### src/rtl/divider8bits_seq.sv
// Sequential 8-bit unsigned restoring divider: one quotient bit per clock,
// start/DONE handshake, divide-by-zero flagged and resolved without iterating.
module divider8bits_seq (
  input  logic       clk,
  input  logic       RESET,
  input  logic       start,
  input  logic [7:0] X,
  input  logic [7:0] Y,
  output logic [7:0] Q,
  output logic [7:0] R,
  output logic       BUSY,
  output logic       DONE,
  output logic       DIVZERO
);

  typedef enum logic [1:0] {IDLE, DIV, FIM} state_t;

  state_t      state;
  logic [2:0]  cnt;
  logic [7:0]  divisor;
  logic [7:0]  rem;
  logic [7:0]  shift;

  logic [8:0]  p;
  logic [8:0]  diff;
  logic        ge;
  logic [7:0]  rem_nx;
  logic [7:0]  shift_nx;

  // 9-bit compare/subtract of {rem, next dividend bit} against the divisor
  always_comb begin
    p        = {rem, shift[7]};
    diff     = p - {1'b0, divisor};
    ge       = (p >= {1'b0, divisor});
    rem_nx   = ge ? diff[7:0] : p[7:0];
    shift_nx = {shift[6:0], ge};
  end

  always_ff @(posedge clk or posedge RESET) begin
    if (RESET) begin
      state   <= IDLE;
      cnt     <= 3'd0;
      divisor <= 8'd0;
      rem     <= 8'd0;
      shift   <= 8'd0;
      Q       <= 8'd0;
      R       <= 8'd0;
      BUSY    <= 1'b0;
      DONE    <= 1'b0;
      DIVZERO <= 1'b0;
    end else begin
      case (state)
        IDLE: begin
          if (start) begin
            shift   <= X;
            divisor <= Y;
            rem     <= 8'd0;
            cnt     <= 3'd0;
            BUSY    <= 1'b1;
            if (Y == 8'd0) begin
              // No iterations: result is fixed by convention, flag the fault
              state   <= FIM;
              DONE    <= 1'b1;
              Q       <= 8'hFF;
              R       <= X;
              DIVZERO <= 1'b1;
            end else begin
              state   <= DIV;
              Q       <= 8'd0;
              R       <= 8'd0;
              DIVZERO <= 1'b0;
            end
          end
        end
        DIV: begin
          rem   <= rem_nx;
          shift <= shift_nx;
          cnt   <= cnt + 3'd1;
          if (cnt == 3'd7) begin
            Q     <= shift_nx;
            R     <= rem_nx;
            state <= FIM;
            DONE  <= 1'b1;
          end
        end
        FIM: begin
          state <= IDLE;
          DONE  <= 1'b0;
          BUSY  <= 1'b0;
        end
        default: begin
          state <= IDLE;
          DONE  <= 1'b0;
          BUSY  <= 1'b0;
        end
      endcase
    end
  end

endmodule

### config.mk
export PLATFORM = sky130hd
export DESIGN_NAME = divider8bits_seq
export DESIGN_NICKNAME = d
export VERILOG_FILES = /design/src/rtl/divider8bits_seq.sv
export SDC_FILE = /design/constraint.sdc
export NUM_CORES = 1
export LEC_CHECK = 0
export CAP_MARGIN = 30
export CELL_PAD_IN_SITES_DETAIL_PLACEMENT = 0
export CELL_PAD_IN_SITES_GLOBAL_PLACEMENT = 1
export CORE_ASPECT_RATIO = 1.4
export CORE_MARGIN = 2
export CORE_UTILIZATION = 31
export CTS_CLUSTER_SIZE = 28
export DETAILED_ROUTE_END_ITERATION = 12
export PLACE_DENSITY = 0.67
export SLEW_MARGIN = 20
export SYNTH_ARGS = -nofsm -noshare
export SYNTH_HDL_FRONTEND = slang
export SYNTH_SLANG_ARGS = --single-unit
### constraint.sdc
create_clock -name clk -period 5.3 [get_ports clk]
set_input_delay 1.06 -clock clk [delete_from_list [all_inputs] [get_ports clk]]
set_output_delay 1.06 -clock clk [all_outputs]
set_load 0.05 [all_outputs]
== Yosys cells after proc, flatten, opt, wreduce, memory -nomap -nowiden ==
Index checks and enable logic that the tools add are counted.

* Flip-flop bits (word level): 48
* Output and inout bits: 19
* Logic and storage cells: 54

* $add $sub $neg: 2
* $lt $le $gt $ge: 1
* Equality and inequality tests: 5
* Mux-type cells: 26
* Bitwise operators: 1
* Reductions and logical operators: 9

{| class="wikitable"
|+ Operator list
! operator !! number
|-
| 2-to-1 mux 8 bit || 9
|-
| one-hot mux 8 bit (2 select lines) || 4
|-
| >= comparator 9 x 8 -> 1 bit || 1
|-
| zero test 8 bit || 1
|-
| AND reduction 2 bit || 4
|-
| subtractor 8 bit || 1
|-
| 2-to-1 mux 2 bit || 3
|-
| inequality test 2 bit, second input constant || 3
|-
| one-hot mux 3 bit (2 select lines) || 1
|-
| AND reduction 3 bit || 2
|-
| 2-to-1 mux 1 bit || 5
|-
| one-hot mux 1 bit (2 select lines) || 2
|-
| one-hot mux 2 bit (2 select lines) || 1
|-
| adder 3 x 1 -> 3 bit, second input constant || 1
|-
| == test 3 bit, second input constant || 1
|-
| 2-to-1 mux 3 bit || 1
|-
| == test 2 x 1 -> 1 bit, second input constant || 1
|-
| zero test 2 bit || 1
|-
| nonzero test 2 bit || 1
|-
| inverter 1 bit || 1
|}

== Longest topological paths before layout ==
Gate-level depths: netlist of run 1.

* Word-level depth: 4
* Depth in mapped cells: 10

== Worst setup path after synthesis of run 1 ==
No wires, ideal clock.

* Path kind: input to register
* From: input Y[7]
* To: register Q[0]
* Arrival time: 2.303 ns
* Required time: 5.234 ns
* Setup slack: 2.932 ns
* Cell stages on the path: 5
* Cells stage by stage: or4_1 or3_1 buf_2 o211ai_2 o21a_1

* Word-level cells in the longest chain between the ends: 4

{| class="wikitable"
|+ Ends and longest elaborated chain
! what !! line !! text
|-
| start: declaration || 8 || <nowiki>input logic [7:0] Y,</nowiki>
|-
| zero test 8 bit || 60 || <nowiki>if (Y == 8'd0) begin</nowiki>
|-
| 2-to-1 mux 8 bit || 60 ||
|-
| 2-to-1 mux 8 bit || 54 || <nowiki>if (start) begin</nowiki>
|-
| one-hot mux 8 bit (2 select lines) || 52 || <nowiki>case (state)</nowiki>
|-
| end signal: assignment || 80 || <nowiki>Q <= shift_nx;</nowiki>
|-
| end: declaration || 9 || <nowiki>output logic [7:0] Q,</nowiki>
|}

No other way between the ends. The select of a mux whose other input is x is not followed.
A chain may end at the register's enable or synchronous reset.

== Final worst setup path of run 1 ==
* From: input start
* To: register divisor[2]

* Word-level cells in the longest chain between the ends: 1

{| class="wikitable"
|+ Ends and longest elaborated chain
! what !! line !! text
|-
| start: declaration || 6 || <nowiki>input logic start,</nowiki>
|-
| AND reduction 2 bit (no source line) || n/a ||
|-
| end signal: assignment || 43 || <nowiki>divisor <= 8'd0;</nowiki>
|-
| end signal: assignment || 56 || <nowiki>divisor <= Y;</nowiki>
|-
| end: declaration || 20 || <nowiki>logic [7:0] divisor;</nowiki>
|}

No other way between the ends.

==> results of run 1 <==
critical path, stage by stage:
cell and delay (ns):
clkdlybuf4s50_1 0.48, nand2b_1 0.09, a21oi_2 0.13, buf_4 0.32
nand2_1 0.42, mux2_1 0.45
cell usage in the layout, fill, tap and decap left out, types with 3 or more instances in the layout:
cell             synthesis  routed
mux2_2                   4       4
a21o_1                   5       5
a21oi_1                 16      16
o21ai_0                  4       4
or3_1                    3       3
nor2b_1                  3       3
inv_1                   11      10
nand2_1                 35      35
mux2i_1                  4       4
a31oi_1                 16      16
o21ai_1                  3       3
clkdlybuf4s50_1          0      37
nand3_1                  8       8
ha_1                    10      10
dfrtp_1                 48      48
clkbuf_8                 0       6
nand2b_1                 3       3
nor2_1                  25      25
mux2_4                   3       3
mux2_1                   5       5
worst min-delay path by stage:
stage	to	slack, ns	cells past startpoint
final	cnt[0]	0.50	1
after global placement	shift[0]	0.46	1
after global routing	cnt[1]	0.52	1
after floorplan	cnt[0]	0.45	1
after CTS	cnt[0]	0.50	1
after detailed placement	shift[0]	0.48	1
kinds of logic (layout without fill, tap and decap cells):
kind of cell,count (synthesis),in the layout
adders and majority gates,11,11
xor gates and xnor gates,3,3
buffers and inverters,23,59
DFF,48,48
and+or+nand+nor,88,88
AOI/OAI and AO/OA,64,64
muxes,16,16
Yosys cell counts, drive strengths merged, types with 7 or more instances:
cell    instances  area (µm²)
dfrtp          48        1200
nand2          35         131
nor2           27         120
a21oi          17        88.8
a31oi          16         100
mux2           12         146
inv            11        41.3
ha             10         125
nand3           8        40.0
o21ai           8        43.8
clkbuf          7        26.3
state kept, by name, summed over array words and instances (netlist names):
name and flops:
Q 8, cnt 3, shift 8, state 2, divisor 8, R 8, rem 8, DIVZERO 1
BUSY 1, DONE 1
per-stage QoR:
stage          cell area (µm²)  hold WS (ns)  std cells  util [%]
2_1_floorplan             2510         0.446        253         -
3_3_place_gp              2970         0.462        380      38.0
3_5_place_dp              2990         0.482        381      38.3
4_1_cts                   3110         0.500        389      39.8
5_1_grt                   3110         0.523        389      39.8
6_report                  3110         0.498        389      39.8
power by group:
part | internal [µW] | switching [µW]
Clock | 155 | 131
Combinational | 551 | 839
Sequential | 548 | 114
area by class of cell:
cell class                      count  area share (%)
Clock inverter                      2            1.25
Timing Repair Buffer               40            13.0
Inverter                           11            1.33
Sequential cell                    48            38.7
Clock buffer                        6            2.66
Multi-Input combinational cell    182            39.0
Tap cell                          100            4.03
metal layers:
| metal | share of wire, % | wire, µm | vias to the layer above | track usage (%) |
|---|---|---|---|---|
| met2 | 51 | 2870 | 23 | 25.1 |
| li1 | - | - | 959 | - |
| met1 | 45 | 2520 | 934 | 16.4 |
| met4 | 1.4 | 81 | 0 | 5.08 |
| met3 | 2.8 | 155 | 7 | 2.52 |
| met5 | 0 | 0 | - | 0 |
==> flow_summary.ini, run 1 <==
[place]
io_buffers = 37
dp_slack_ns = 2.17
dp.final_hpwl_um = 4190
routabilityCongestion = 0.740

[timing]
grt_setup_unrepaired = no
fin_crit_sh_pct = 52.2
slew_violations = 0
relSlewSlack_pct = 46.9
fin_setup_tns_ns = 0
worst_pin_slew_ns = 0.793
skew_ns = 0.0115
fmax_ghz = 0.362
setup_ws_ns = 2.53
setup_viol = 0
hold_violations = 0
fin_crit_ns = 2.77

[synthesis]
ys_types = 47
synth_edf_count = 0
seq_area_frac_synth_pct = 47.9
async_flop_share_pct = 100
netlist_instances = 253
synth_xor_area_share_pct = 1.05
synth-compound-area-share_pct = 17.2
synth-seq-cells = 48
ys_dominant_reg_cell = dfrtp_1
synth_top_family_by_area = compound AO/OA/AOI/OAI gates
synth_fp_nets = 283
synth_mux_area_share_pct = 7.44
syn_area_mm2 = 0.00251
synth-simple-area-share_pct = 16.9
synth_fa_ha_area_share_pct = 5.79
yosys_warnings = 0
avgSynthCellArea_um2 = 9.91

[final_layout]
diodes = 0
drive_above_1_share_pct = 10.4
n_fill_cell = 819
multiInputGateArea_mm2 = 0.00121
syn2layout_area_growth_pct = 24.0
num-nets-final = 318
final-seq-area_mm2 = 0.00120

[route]
antenna_violating_nets_post_route = 0
wl_um = 5620
drc_errors = 0
vias = 1923
initialDrtViolationCount = 58
via_per_inst = 4.94
wl_per_cell_um = 14.4
drtPass1Iterations = 4

[worst_hold_path]
min-delay-start = cnt[0]
hold_path_class = reg2reg

[pwr]
p_per_area_mw_per_mm2 = 753
power.total_uw = 2340
vdd_drop_max_uv = 259
p_leak_uw = 0.00137

[floorplanning]
die_h_um = 110
start_util_pct = 32.1
die_w_um = 80.0
core_area_mm2 = 0.00780
num_io_pins = 38
dieArea_mm2 = 0.00883
rows = 38

[clock_network]
htree_levels = 2
cts.clk_slew.worst_paths_ns = 0.10
cts_sinks = 48
clockBufferDepth = 2
clockRootBuffer = clkbuf_8
cts_resized = 0
cts_tree = built
clk_latency_ns = 0.31
numCtsBuffers = 5
cts_hold_buf = 0
post_cts_buffers = 0

[worst_setup_path]
r2r_cells = 10
r2r_end = R[6]
rrSetupSlack_ns = 2.93
start_kind = input pin
critPathMaxFanout = 34
path_class = in2reg
crit_path_end_kind = flop
crit_end = divisor[2]
worstPathRequired_ns = 5.49
cp.arrival_ns = 2.95
worstSetupStartpoint = start
r2r-start = shift[7]

[global_route]
grt_pass1_wl_um = 9490
grt_pass1_vias = 1944
grt-ovfl-total = 0
track_usage_pct = 13.9
antenna_found_initial = 0
grt_max_degree = 35

[outcome]
status = finished, final reports clean

[job]
cap_violations = 0
Note: power is estimated with default switching activity, not from simulation.
==> inputs of run 2 (changes only) <==
Clock period 5.3 ns to 2.7 ns, I/O delays scaled along.
==> run 2 against run 1 <==
  * Clock-buffer cell count is 1 higher
  * Worst hold slack worse by 0.019 ns
  * Final cell count increased by 0.77%
  * Sequential share of layout area is 0.062 points higher
  * Clock power up 56%
  * Non-clock buffer count increased by 3
  * Largest power group unchanged
==> flow_summary.ini, run 2 (synthesized netlist as in run 1, its figures left out) <==
[floorplanning]
rows = 38
start_util_pct = 32.1
num_io_pins = 38
core_area_mm2 = 0.00780
dieArea_mm2 = 0.00883
die_h_um = 110
die_w_um = 80.0

[timing]
setup_viol = 0
relSlewSlack_pct = 58.7
fin_crit_ns = 2.38
fmax_ghz = 0.420
fin_setup_tns_ns = 0
setup_ws_ns = 0.317
grt_setup_unrepaired = no
hold_violations = 0
fin_crit_sh_pct = 88.3
skew_ns = 0.0146
worst_pin_slew_ns = 0.619
slew_violations = 0

[pwr]
clkPwrFrac_pct = 9.8
p_sw_share_pct = 47.3
pwr-share-comb_pct = 61.4
p_per_area_mw_per_mm2 = 1460
seq_power_share_pct = 28.8
vdd_drop_max_uv = 457
intPower_uw = 2390
p_switching_uw = 2140
p_leak_uw = 0.00137

[clock_network]
cts.clk_slew.worst_paths_ns = 0.09
cts_sinks = 48
cts_resized = 0
clockBufferDepth = 2
clk_latency_ns = 0.30
clockRootBuffer = clkbuf_8
numCtsBuffers = 5
htree_levels = 2
post_cts_buffers = 0
cts_tree = built
cts_hold_buf = 0

[worst_setup_path]
path_delay_family = compound AO/OA/AOI/OAI gates
cp.depth = 10
start_kind = flop
worstSetupStartpoint = shift[7]
worstPathRequired_ns = 2.91
cp_cell_sequence = inv_1, ha_1, inv_1, fa_1, a211oi_1, o21bai_1, a21oi_1, xnor2_1, mux2i_1, a311oi_1
path_class = reg2reg
cp.arrival_ns = 2.59
crit_path_end_kind = flop
r2r_end = R[6]
slowest_stage = fa_1
r2r_cells = 10
crit_end = R[6]
crit_top_cell = inv_1
rrSetupSlack_ns = 0.32
critPathMaxFanout = 3
critPathBufInv = 2
cp_slowest_stage_delay_ns = 0.42
r2r-start = shift[7]

[route]
antenna_violating_nets_post_route = 0
vias = 1963
wl_um = 5790
initialDrtViolationCount = 97
drc_errors = 0
drtPass1Iterations = 4
via_per_inst = 5.01
wl_per_cell_um = 14.8

[final_layout]
n_fill_cell = 811
layout.cells.most_common_list = dfrtp_1, clkdlybuf4s50_1, nand2_1
final_common_cell = dfrtp_1
drive_above_1_share_pct = 11.0
num-nets-final = 321
diodes = 0
final_area_mm2 = 0.00310
syn2layout_area_growth_pct = 23.8

[global_route]
grt_busiest_layer = met2
use_met2_pct = 25.5
grt-ovfl-total = 0
track_usage_pct = 14.3
grt_pass1_wl_um = 9660
grt_max_degree = 34
grt.met3_usage_pct = 2.20
grt_util_met1_pct = 17.5
grt_pass1_vias = 1966
antenna_found_initial = 0

[place]
postPlaceCellArea_mm2 = 0.00301
dp_slack_ns = 0.248
dp.final_hpwl_um = 4350
routabilityCongestion = 0.766
io_buffers = 37

[outcome]
status = finished, final reports clean

[job]
cap_violations = 0

[worst_hold_path]
hold_path_class = reg2reg
-- run 2: cell types whose count changed in the layout (fill, tap and decap cells not counted) --
cell | before | now
buf_4 | 2 | 5
clkbuf_1 | 0 | 1
clkinv_4 | 1 | 0
clkinvlp_4 | 0 | 1
bufinv_16 | 1 | 0
-- run 2: how the worst min path moves through the flow --
stage | start | endpoint | slack [ns] | depth (start not counted)
floorplan | cnt[0] | cnt[0] | 0.45 | 1
global placement | shift[0] | shift[0] | 0.46 | 1
detailed placement | shift[0] | shift[0] | 0.47 | 1
CTS | cnt[0] | cnt[0] | 0.48 | 1
global route | shift[0] | shift[0] | 0.51 | 1
finish | shift[0] | shift[0] | 0.48 | 1
-- run 2: metrics by stage --
stage	utilization, %	total power, µW	hold WS [ns]	instances
3_3_place_gp	38.6	4100	0.462	384
4_1_cts	39.8	4600	0.481	392
5_1_grt	39.8	4950	0.507	392
2_1_floorplan	-	3380	0.446	253
3_5_place_dp	38.6	4130	0.466	384
6_report	39.8	4530	0.479	392
-- run 2: power by group through the flow --
stage	logic [µW]	clock network [µW]	registers, µW
floorplan	1640	0	1750
global placement	2780	0	1320
detailed placement	2810	0	1330
CTS	2820	462	1310
global route	3090	502	1350
finish	2780	446	1310
-- run 2: cell type report --
| class | instances | area (µm²) | share of cell area (%) |
|---|---|---|---|
| Clock buffer | 7 | 86.3 | 2.78 |
| Clock inverter | 1 | 7.51 | 0.242 |
| Inverter | 11 | 41.3 | 1.33 |
| Multi-Input combinational cell | 182 | 1210 | 39.1 |
| Sequential cell | 48 | 1200 | 38.7 |
| Tap cell | 100 | 125 | 4.03 |
| Timing Repair Buffer | 43 | 428 | 13.8 |
-- run 2: per-layer routing --
metal  share of wire [%]  routed length [µm]
met1                  42                2420
met2                  54                3110
met3                 3.0                 171
met4                 1.6                  95
met5                   0                   0
==> inputs of run 3 (changes only) <==
Settings changed: SKIP_LAST_GASP from default to 1.
==> results of run 3 <==
Final layout, timing and power as in run 2 (identical DEF).
